$ cat src/rtl/alu_pkg.sv
// Shared ALU definitions: control codes, execution FSM states, default datapath width.
// Latency: n/a (types and constants only).
// Backpressure: n/a.
// Contents: alu_ctrl_t (4-bit ALU control codes, also used by the ALU control decoder),
//           alu_exec_state_t (IDLE/BUSY/HOLD), ALU_WIDTH (default operand width).
package alu_pkg;

    localparam int ALU_WIDTH = 32;

    typedef enum logic [3:0] {
        ALU_AND = 4'b0000,
        ALU_OR  = 4'b0001,
        ALU_ADD = 4'b0010,
        ALU_SUB = 4'b0110,
        ALU_SLT = 4'b0111,
        ALU_MUL = 4'b1000,
        ALU_NOR = 4'b1100
    } alu_ctrl_t;

    typedef enum logic [1:0] {
        ST_IDLE = 2'd0,
        ST_BUSY = 2'd1,
        ST_HOLD = 2'd2
    } alu_exec_state_t;

endpackage

$ cat src/rtl/alu_mul_iter.sv
// Radix-2 shift-add multiplier returning the low WIDTH bits of the unsigned product.
// Latency: start at edge N, done high during the cycle before edge N+WIDTH, product valid with done.
// Backpressure: none; the caller must consume product in the done cycle.
// Ports: clk, reset (sync, active-high), start (loads a/b), a, b, done (final iteration), product.
module alu_mul_iter
    import alu_pkg::*;
#(
    parameter int WIDTH = ALU_WIDTH
) (
    input  logic             clk,
    input  logic             reset,
    input  logic             start,
    input  logic [WIDTH-1:0] a,
    input  logic [WIDTH-1:0] b,
    output logic             done,
    output logic [WIDTH-1:0] product
);

    localparam int CW = $clog2(WIDTH);

    logic             busy_q,   busy_d;
    logic [WIDTH-1:0] acc_q,    acc_d;
    logic [WIDTH-1:0] mcand_q,  mcand_d;
    logic [WIDTH-1:0] mplier_q, mplier_d;
    logic [CW-1:0]    cnt_q,    cnt_d;
    logic [WIDTH-1:0] addend;

    assign addend  = mplier_q[0] ? mcand_q : '0;
    // Product includes the addend of the current (possibly final) iteration.
    assign product = acc_q + addend;
    assign done    = busy_q && (cnt_q == '0);

    always_comb begin
        busy_d   = busy_q;
        acc_d    = acc_q;
        mcand_d  = mcand_q;
        mplier_d = mplier_q;
        cnt_d    = cnt_q;
        if (start) begin
            busy_d   = 1'b1;
            acc_d    = '0;
            mcand_d  = a;
            mplier_d = b;
            cnt_d    = CW'(WIDTH - 1);
        end else if (busy_q) begin
            acc_d    = acc_q + addend;
            mcand_d  = mcand_q << 1;
            mplier_d = mplier_q >> 1;
            cnt_d    = cnt_q - CW'(1);
            if (cnt_q == '0) begin
                busy_d = 1'b0;
            end
        end
    end

    always_ff @(posedge clk) begin
        if (reset) begin
            busy_q   <= 1'b0;
            acc_q    <= '0;
            mcand_q  <= '0;
            mplier_q <= '0;
            cnt_q    <= '0;
        end else begin
            busy_q   <= busy_d;
            acc_q    <= acc_d;
            mcand_q  <= mcand_d;
            mplier_q <= mplier_d;
            cnt_q    <= cnt_d;
        end
    end

endmodule

$ cat src/rtl/alu_exec.sv
// ALU execution unit: AND/OR/ADD/SUB/SLT/NOR, optional iterative MUL (macro ALU_EXEC_MUL_EN).
// Latency: 1 cycle for single-cycle ops, WIDTH+1 cycles for MUL; back-to-back 1 op/cycle.
// Backpressure: result held in HOLD while out_ready=0; in_ready = out_ready in HOLD, 0 in BUSY/reset.
// Ports: clk, reset (sync, active-high), in_valid/in_ready, alu_control, a, b,
//        out_valid/out_ready, result, zero, overflow, illegal.
module alu_exec
    import alu_pkg::*;
#(
    parameter int WIDTH = ALU_WIDTH
) (
    input  logic             clk,
    input  logic             reset,
    input  logic             in_valid,
    output logic             in_ready,
    input  logic [3:0]       alu_control,
    input  logic [WIDTH-1:0] a,
    input  logic [WIDTH-1:0] b,
    output logic             out_valid,
    input  logic             out_ready,
    output logic [WIDTH-1:0] result,
    output logic             zero,
    output logic             overflow,
    output logic             illegal
);

    alu_exec_state_t  state_q, state_d;
    logic [WIDTH-1:0] result_q, result_d;
    logic             zero_q, zero_d;
    logic             ovf_q, ovf_d;
    logic             ill_q, ill_d;

    logic             accept;
    logic             is_mul;
    logic             mul_start;
    logic             mul_done;
    logic [WIDTH-1:0] mul_product;

    logic [WIDTH-1:0] sum, diff;
    logic [WIDTH-1:0] alu_res;
    logic             alu_ovf, alu_ill;

    assign in_ready  = !reset && ((state_q == ST_IDLE) || ((state_q == ST_HOLD) && out_ready));
    assign accept    = in_valid && in_ready;
    assign out_valid = (state_q == ST_HOLD);
    assign result    = result_q;
    assign zero      = zero_q;
    assign overflow  = ovf_q;
    assign illegal   = ill_q;

`ifdef ALU_EXEC_MUL_EN
    assign is_mul = (alu_control == ALU_MUL);

    alu_mul_iter #(.WIDTH(WIDTH)) u_mul (
        .clk     (clk),
        .reset   (reset),
        .start   (mul_start),
        .a       (a),
        .b       (b),
        .done    (mul_done),
        .product (mul_product)
    );
`else
    // Without the multiplier, code 1000 falls through to the illegal path.
    assign is_mul      = 1'b0;
    assign mul_done    = 1'b0;
    assign mul_product = '0;
`endif

    assign mul_start = accept && is_mul;

    assign sum  = a + b;
    assign diff = a - b;

    always_comb begin
        alu_res = '0;
        alu_ovf = 1'b0;
        alu_ill = 1'b0;
        case (alu_control)
            ALU_AND: alu_res = a & b;
            ALU_OR:  alu_res = a | b;
            ALU_NOR: alu_res = ~(a | b);
            ALU_ADD: begin
                alu_res = sum;
                alu_ovf = (a[WIDTH-1] == b[WIDTH-1]) && (sum[WIDTH-1] != a[WIDTH-1]);
            end
            ALU_SUB: begin
                alu_res = diff;
                alu_ovf = (a[WIDTH-1] != b[WIDTH-1]) && (diff[WIDTH-1] != a[WIDTH-1]);
            end
            ALU_SLT: alu_res = WIDTH'($signed(a) < $signed(b));
            default: alu_ill = 1'b1;
        endcase
    end

    always_comb begin
        state_d  = state_q;
        result_d = result_q;
        zero_d   = zero_q;
        ovf_d    = ovf_q;
        ill_d    = ill_q;
        case (state_q)
            ST_IDLE, ST_HOLD: begin
                if (accept) begin
                    if (is_mul) begin
                        state_d = ST_BUSY;
                    end else begin
                        state_d  = ST_HOLD;
                        result_d = alu_res;
                        zero_d   = (alu_res == '0);
                        ovf_d    = alu_ovf;
                        ill_d    = alu_ill;
                    end
                end else if ((state_q == ST_HOLD) && out_ready) begin
                    state_d = ST_IDLE;
                end
            end
            ST_BUSY: begin
                if (mul_done) begin
                    state_d  = ST_HOLD;
                    result_d = mul_product;
                    zero_d   = (mul_product == '0);
                    ovf_d    = 1'b0;
                    ill_d    = 1'b0;
                end
            end
            default: state_d = ST_IDLE;
        endcase
    end

    always_ff @(posedge clk) begin
        if (reset) begin
            state_q  <= ST_IDLE;
            result_q <= '0;
            zero_q   <= 1'b0;
            ovf_q    <= 1'b0;
            ill_q    <= 1'b0;
        end else begin
            state_q  <= state_d;
            result_q <= result_d;
            zero_q   <= zero_d;
            ovf_q    <= ovf_d;
            ill_q    <= ill_d;
        end
    end

endmodule

$ cat config.mk
export PLATFORM = sky130hd
export DESIGN_NAME = alu_exec
export DESIGN_NICKNAME = d
export VERILOG_FILES = /design/src/rtl/alu_pkg.sv /design/src/rtl/alu_mul_iter.sv /design/src/rtl/alu_exec.sv
export SDC_FILE = /design/constraint.sdc
export NUM_CORES = 1
export LEC_CHECK = 0
export CAP_MARGIN = 15
export CORE_ASPECT_RATIO = 1.1
export CORE_UTILIZATION = 56
export CTS_CLUSTER_SIZE = 10
export DETAILED_ROUTE_END_ITERATION = 7
export GPL_ROUTABILITY_DRIVEN = 1
export PLACE_DENSITY = 0.83
export SLEW_MARGIN = 25
export SYNTH_ARGS = -nofsm -noshare
export SYNTH_HDL_FRONTEND = slang
export SYNTH_SLANG_ARGS = --single-unit
$ cat constraint.sdc
create_clock -name clk -period 4.4 [get_ports clk]
set_clock_uncertainty 0.15 [all_clocks]
set_input_delay 0.44 -clock clk [delete_from_list [all_inputs] [get_ports clk]]
set_output_delay 0.44 -clock clk [all_outputs]
set_load 0.005 [all_outputs]
# After elaboration in Yosys (flattened, before gate mapping)
# Cells that the tools add are included.
dict set report totals {
  regBits 37
  in_bits 72
  out_inout_bits 37
  word_cells 44
}
dict set report op_classes {
  n_addsub 2
  magnitude_cmp 1
  eq_ne 12
  n_mux 6
  n_bitwise 4
  n_reduce_logical 14
}
# cell count
set ops {}
lappend ops {{case mux 32 bit (6 select lines)} 1}
lappend ops {{adder 32 bit} 1}
lappend ops {{AND 32 bit} 1}
lappend ops {{logical NOT 32 bit} 1}
lappend ops {{< comparator 32 bit} 1}
lappend ops {{inverter 32 bit} 1}
lappend ops {{OR 32 bit} 1}
lappend ops {{subtractor 32 bit} 1}
lappend ops {{equality test 4 x 3 -> 1 bit (second input constant)} 2}
lappend ops {{OR reduction 6 bit} 1}
lappend ops {{logical AND 1 bit} 5}
lappend ops {{equality test 4 x 1 -> 1 bit (second input constant)} 1}
lappend ops {{equality test 4 x 2 -> 1 bit (second input constant)} 1}
lappend ops {{equality test 4 bit (second input constant)} 1}
lappend ops {{logical NOT 4 bit} 1}
lappend ops {{2-to-1 mux 2 bit} 2}
lappend ops {{case mux 2 bit (2 select lines)} 1}
lappend ops {{AND reduction 2 bit} 2}
lappend ops {{!= test 1 bit} 3}
lappend ops {{!= test 3 bit (second input constant)} 1}
lappend ops {{equality test 2 x 1 -> 1 bit (second input constant)} 1}
lappend ops {{equality test 2 bit (second input constant)} 1}
lappend ops {{logical NOT 2 bit} 1}
lappend ops {{case mux 1 bit (2 select lines)} 1}
lappend ops {{other kinds (6)} 6}

# Longest topological paths before layout
dict set report depth {
  word_depth 7
  ltp_mapped 14
  depth_no_buf 14
}

# Least setup slack after synthesis
# OpenSTA, ideal clock, no wires.
dict set report synth_timing {
  path_type {input -> register}
  start {in a[0]}
  end {reg result_q[30] (netlist: result[30])}
  setup_time_ns 0.117
  t_arrival_ns 3.132
  required_time_ns 4.133
  path_slack_ns 1.001
  cell_stages 14
  n_path_buf 0
  path_cell_list {inv_1 > ha_1 > fa_1 > o21bai_1 > a2111oi_2 > o211ai_2 > nand4_1 > a21o_1 > a221o_2 > o31ai_4 > o2111a_1 > a32o_2 > o31ai_1 > a22o_1}
}
dict set report synth_via {
  elab_chain_len 2
  elab_cells_between_ends 3
  cone_classes {2 x add/sub; 1 x mux}
}
# item line_no
set synth_rtl {}
lappend synth_rtl {{from (decl)} alu_exec.sv:16} ;# input logic [WIDTH-1:0] a,
lappend synth_rtl {{subtractor 32 bit / adder 32 bit (equally long branches)} {alu_exec.sv:72, alu_exec.sv:71}}
lappend synth_rtl {{case mux 32 bit (6 select lines) (*)} alu_exec.sv:78} ;# case (alu_control)
lappend synth_rtl {{to (signal assigned)} alu_exec.sv:139} ;# result_q <= result_d;
lappend synth_rtl {{to (decl)} alu_exec.sv:27} ;# logic [WIDTH-1:0] result_q, result_d;
# Every way passes the cells marked *; elsewhere a longest branch is shown, timed or not.
# A chain may end at the register's enable or synchronous reset.

# Worst setup path in the final report
dict set report layout_timing {
  start {in a[0]}
  end {reg zero_q (netlist: zero)}
}
dict set report layout_via {
  elab_chain_len 4
  elab_cells_between_ends 8
  cone_classes {2 x add/sub; 1 x order compare; 1 x mux; 3 x bitwise; 1 x reduce/logical}
}
# item line_no
set layout_rtl {}
lappend layout_rtl {{branches (longest 2 deep; another with subtractor 32 bit)} n/a}
lappend layout_rtl {{case mux 32 bit (6 select lines) (*)} alu_exec.sv:78}
lappend layout_rtl {{logical NOT 32 bit (*)} alu_exec.sv:109} ;# zero_d = (alu_res == '0);
lappend layout_rtl {{to (signal assigned)} alu_exec.sv:140} ;# zero_q <= zero_d;
lappend layout_rtl {{to (decl)} alu_exec.sv:28} ;# logic zero_q, zero_d;
# Mark *: on every way between the ends.

==> results_tabular.tex <==
\begin{tabular}{lr}
\hline
Metric & Value \\
\hline
\multicolumn{2}{l}{\textbf{Outcome}} \\
Run status & complete, no violations \\
\multicolumn{2}{l}{\textbf{Timing}} \\
Final period demand of the worst path & roughly 4.3 ns \\
Worst Setup Slack, final & 0.1408 ns \\
Final Slew Violations & 0 \\
Setup repair after global routing missed its margin & false \\
Worst slew margin & 45.51\% \\
Setup violations, final & 0 \\
Final period util & 96.80\% \\
Worst-Margin Slew & 0.8119 ns \\
Setup TNS after final layout & 0 ns \\
Number of hold-slack violations in the final timing report & 0 \\
Worst hold slack & between 0.3 and 0.4 ns \\
Max Fclk & 234.8 MHz \\
\multicolumn{2}{l}{\textbf{Logic synthesis}} \\
Nets in the synthesized netlist & 1152 \\
Dominant synthesized flop cell & dfxtp\_1 \\
Yosys top cell by area & ha\_1 \\
Multiplexer area fraction after synthesis & 0.7444\% \\
Cells taking the most area after synthesis & ha\_1 18\%, dfxtp\_1 10\%, inv\_1 5.4\% \\
Portion of the post-synthesis area used by sequential elements & between 10\% and 20\% \\
Synth Area in XOR/XNOR & 0\% \\
Fraction of the mapped netlist area in compound gates & a little under two fifths \\
Average footprint of a synthesized cell & 7.025 µm² \\
Flip-flop and latch count after synthesis & 36 \\
Proportion of synthesized flip-flops having asynchronous set or reset & 0\% \\
Post-Synth Simple-Gate Area & 22.97\% \\
Number of distinct library cells after synthesis & 86 \\
Post-Synth Adder-Cell Area & 18.19\% \\
Number of enable flip-flop cells after synthesis & 0 \\
Main combinational cell family by area after synthesis & compound AO/OA/AOI/OAI gates \\
Synthesis warning total & 0 \\
Post-synth design cell area & 6892 µm² \\
Fraction of synthesized cell area taken by the top area cell type & 17.61\% \\
Number of cells produced by synthesis & 981 \\
\multicolumn{2}{l}{\textbf{Clocking}} \\
Hold buffer count at cts & 0 \\
Deepest clock path buffer count & 2 \\
Number of CTS-inserted buffers & 5 \\
Worst-skew pair later-pin latency & about 0.28 ns \\
Count of H-tree levels built during CTS & 2 \\
Number of gates resized after CTS & 0 \\
Number of clock sinks & 36 \\
Root buffer cell & clkbuf\_16 \\
Clock transition at the registers of the reported paths & 0.05 ns \\
TritonCTS clock tree & built \\
\multicolumn{2}{l}{\textbf{Final layout}} \\
Layout Area Growth over Synthesis & 24.58\% \\
Sequential cell area & 720.7 µm² \\
Footprint of the multi-input gates & 5520 µm² \\
Nets@finish & 1275 \\
Number of antenna diodes & 0 \\
Share of final-layout standard cells stronger than drive strength 1 & between 9 and 10\% \\
Layout filler cell count & 1046 \\
\multicolumn{2}{l}{\textbf{Pwr}} \\
Leakage dissipation & 3.738 nW \\
Total power & 1.646 mW \\
Pwr dens & 191.7 nW/µm² \\
Peak supply drop & between 0.2 and 0.25 mV \\
\multicolumn{2}{l}{\textbf{Placement}} \\
Pre-CTS worst setup slack & -0.1615 ns \\
Count of port buffers added during placement & 108 \\
DPL Wire Length & 19970 µm \\
Final RePlAce weighted congestion & between 1 and 1.5 \\
\multicolumn{2}{l}{\textbf{Critical path}} \\
Number of cells on the worst reg-to-reg path & 10 \\
Worst r2r src & state\_q[1]\$\_SDFFE\_PP0P\_ \\
Capturing element of the worst setup path & zero\$\_SDFFE\_PP0P\_ \\
Setup crit end kind & flop \\
Critical setup path kind & input pin to flop \\
Data arrival at the endpoint of the critical path & 4.31 ns \\
Slowest cell on crit path & clkdlybuf4s50\_1 \\
Slowest stage delay, CP & 0.49 ns \\
Maximum fanout along the worst path & 5 \\
Critical Path Source Type & input pin \\
Worst-path cell chain & clkdlybuf4s50\_1 -> inv\_1 -> ha\_1 -> fa\_1 -> o21bai\_1 -> a2111oi\_2 -> o211ai\_2 -> nand4\_1 -> a21boi\_0 -> o21ai\_0 -> a211o\_1 -> a31o\_2 -> and4b\_1 -> nand4b\_1 -> o31ai\_2 \\
Endpoint of the worst register-to-register path & zero\$\_SDFFE\_PP0P\_ \\
Worst path required time & about 4.5 ns \\
Worst reg-to-reg setup slack & 1.97 ns \\
Startpoint of the most critical setup path & a[0] \\
\multicolumn{2}{l}{\textbf{Detailed routing}} \\
Wirelength per Cell & 20.07 µm \\
Final wirelength & 25260 µm \\
Detailed-router iteration count before antenna repair & 6 \\
Detail Route Antenna Nets & 0 \\
Via-per-instance ratio & around 6.7 \\
DRC viols & 0 \\
Via count of the routed design & between 8000 and 9000 \\
DR iter-0 viols & 809 \\
\multicolumn{2}{l}{\textbf{GRT}} \\
Number of global-route vias before repair & 7724 \\
Grt total ovfl & 0 \\
Global-route wire length before repair & 39880 µm \\
Overall fraction of global-route tracks in use & approximately 40\% \\
Largest net degree at the start of global routing & 29 \\
Initial antenna violation count & 0 \\
\multicolumn{2}{l}{\textbf{Floorplanning}} \\
Floorplan die width & about 110 µm \\
Initial Util & 57.27\% \\
Die footprint & roughly 13000 µm² \\
Height of the die & 118.4 µm \\
Core area & 12030 µm² \\
IO Count & 109 \\
Row cnt & 42 \\
\multicolumn{2}{l}{\textbf{Run}} \\
Max-capacitance violation count & 0 \\
\multicolumn{2}{l}{\textbf{Min path}} \\
Min-Delay Path Class & flop to flop \\
\hline
\end{tabular}
through the flow:
stage	instance area (µm²)	util, %	instances
2_1_floorplan	6892	-	981
3_3_place_gp	8432	70.07	1250
3_5_place_dp	8432	70.07	1250
4_1_cts	8578	71.28	1258
5_1_grt	8586	71.35	1259
6_report	8586	71.35	1259
area by class of cell:
cell class | instances | share of cell area (%)
inverters | 101 | 4.416
multi-input cells | 781 | 64.30
repair buffers | 179 | 18.94
flip-flops and latches | 36 | 8.394
well taps | 154 | 2.244
clock buffers | 8 | 1.705
power breakdown:
part,switching (mW),total (mW),internal (mW)
Clock,0.131,0.357,0.226
Sequential,0.0117,0.356,0.344
Combinational,0.545,0.933,0.388
Total,0.688,1.65,0.958
timing repair:
item,in CTS,in global routing
endpoints found under the hold margin,0,0
buffers inserted,0,1
endpoints found under the setup margin,0,1
logic make-up (layout without fill, tap and decap cells):
group / after synthesis / count (layout)
multiplexers: 5 / 5
flip-flops: 36 / 36
AND/OR/NAND/NOR: 317 / 317
buffers and inverters: 164 / 288
AO/OA/AOI/OAI: 360 / 360
adder cells (fa/ha/maj): 99 / 99
layer usage:
metal  vias to the layer above  wire length [µm]  global-route usage, %
met5                         -                 0                      0
met4                         0              1152                  16.27
met3                       105              2339                  5.405
met2                       528             11570                  64.70
met1                      3888             10200                  50.41
li1                       3871                 -                      -
cell usage after synthesis (4+ instances only):
cell and number:
inv_1 100, nor3b_1 5, o22ai_1 8, o21ai_1 7
a211oi_1 7, a221oi_1 14, nor3_1 22, o21ai_0 58
ha_1 97, nor2_1 86, and2_1 11, o2111ai_1 6
o22a_1 5, a22oi_1 14, o31ai_1 11, nor4_1 11
nand3_1 23, o32ai_1 5, nand4_1 8, o21bai_1 7
dfxtp_1 36, a21o_1 13, a211o_1 6, a31oi_1 14
a21boi_0 7, nor2b_1 10, clkbuf_1 28, nand2b_1 14
o211ai_1 11, a2111oi_2 4, o221ai_1 11, a311oi_1 4
buf_1 5, nand3b_1 12, nand2_1 90, buf_2 24
o311ai_0 6, a21oi_1 73, mux2i_1 4, a221o_1 20
a22o_1 10
layout by cell type (no fill, tap or decap), types with 11 or more instances in the layout:
cell	instances
a21o_1	13
o31ai_1	11
and2_1	11
a221oi_1	14
o211ai_1	11
nor4_1	11
nor2_1	86
o21ai_0	57
dfxtp_1	36
a221o_1	20
nor3_1	21
buf_4	70
a21oi_1	73
clkdlybuf4s50_1	108
inv_1	100
a31oi_1	14
o221ai_1	11
a22oi_1	14
nand2b_1	14
nand3_1	23
nand2_1	90
nand3b_1	12
ha_1	97
how the worst min path moves through the flow:
stage / end / start / cells past startpoint
6_report: result[8]$_SDFFE_PP0P_ / result[8]$_SDFFE_PP0P_ / 2
5_1_grt: result[8]$_SDFFE_PP0P_ / result[8]$_SDFFE_PP0P_ / 2
4_1_cts: result[8]$_SDFFE_PP0P_ / result[8]$_SDFFE_PP0P_ / 2
3_5_place_dp: result[8]$_SDFFE_PP0P_ / result[8]$_SDFFE_PP0P_ / 2
3_3_place_gp: result[10]$_SDFFE_PP0P_ / result[10]$_SDFFE_PP0P_ / 2
2_1_floorplan: result[10]$_SDFFE_PP0P_ / result[10]$_SDFFE_PP0P_ / 2
sequential cells by signal, summed over array words and instances, names as in the netlist:
signal,cells
result,32
illegal,1
overflow,1
zero,1
state_q,1
worst max-delay path, delay by kind of cell:
kind,cells,cell delay [ns]
compound gates,8,2.05
simple gates,3,0.59
buf+inv,2,0.56
fa+ha+maj,2,0.65
(Power assumes the default switching activity.)
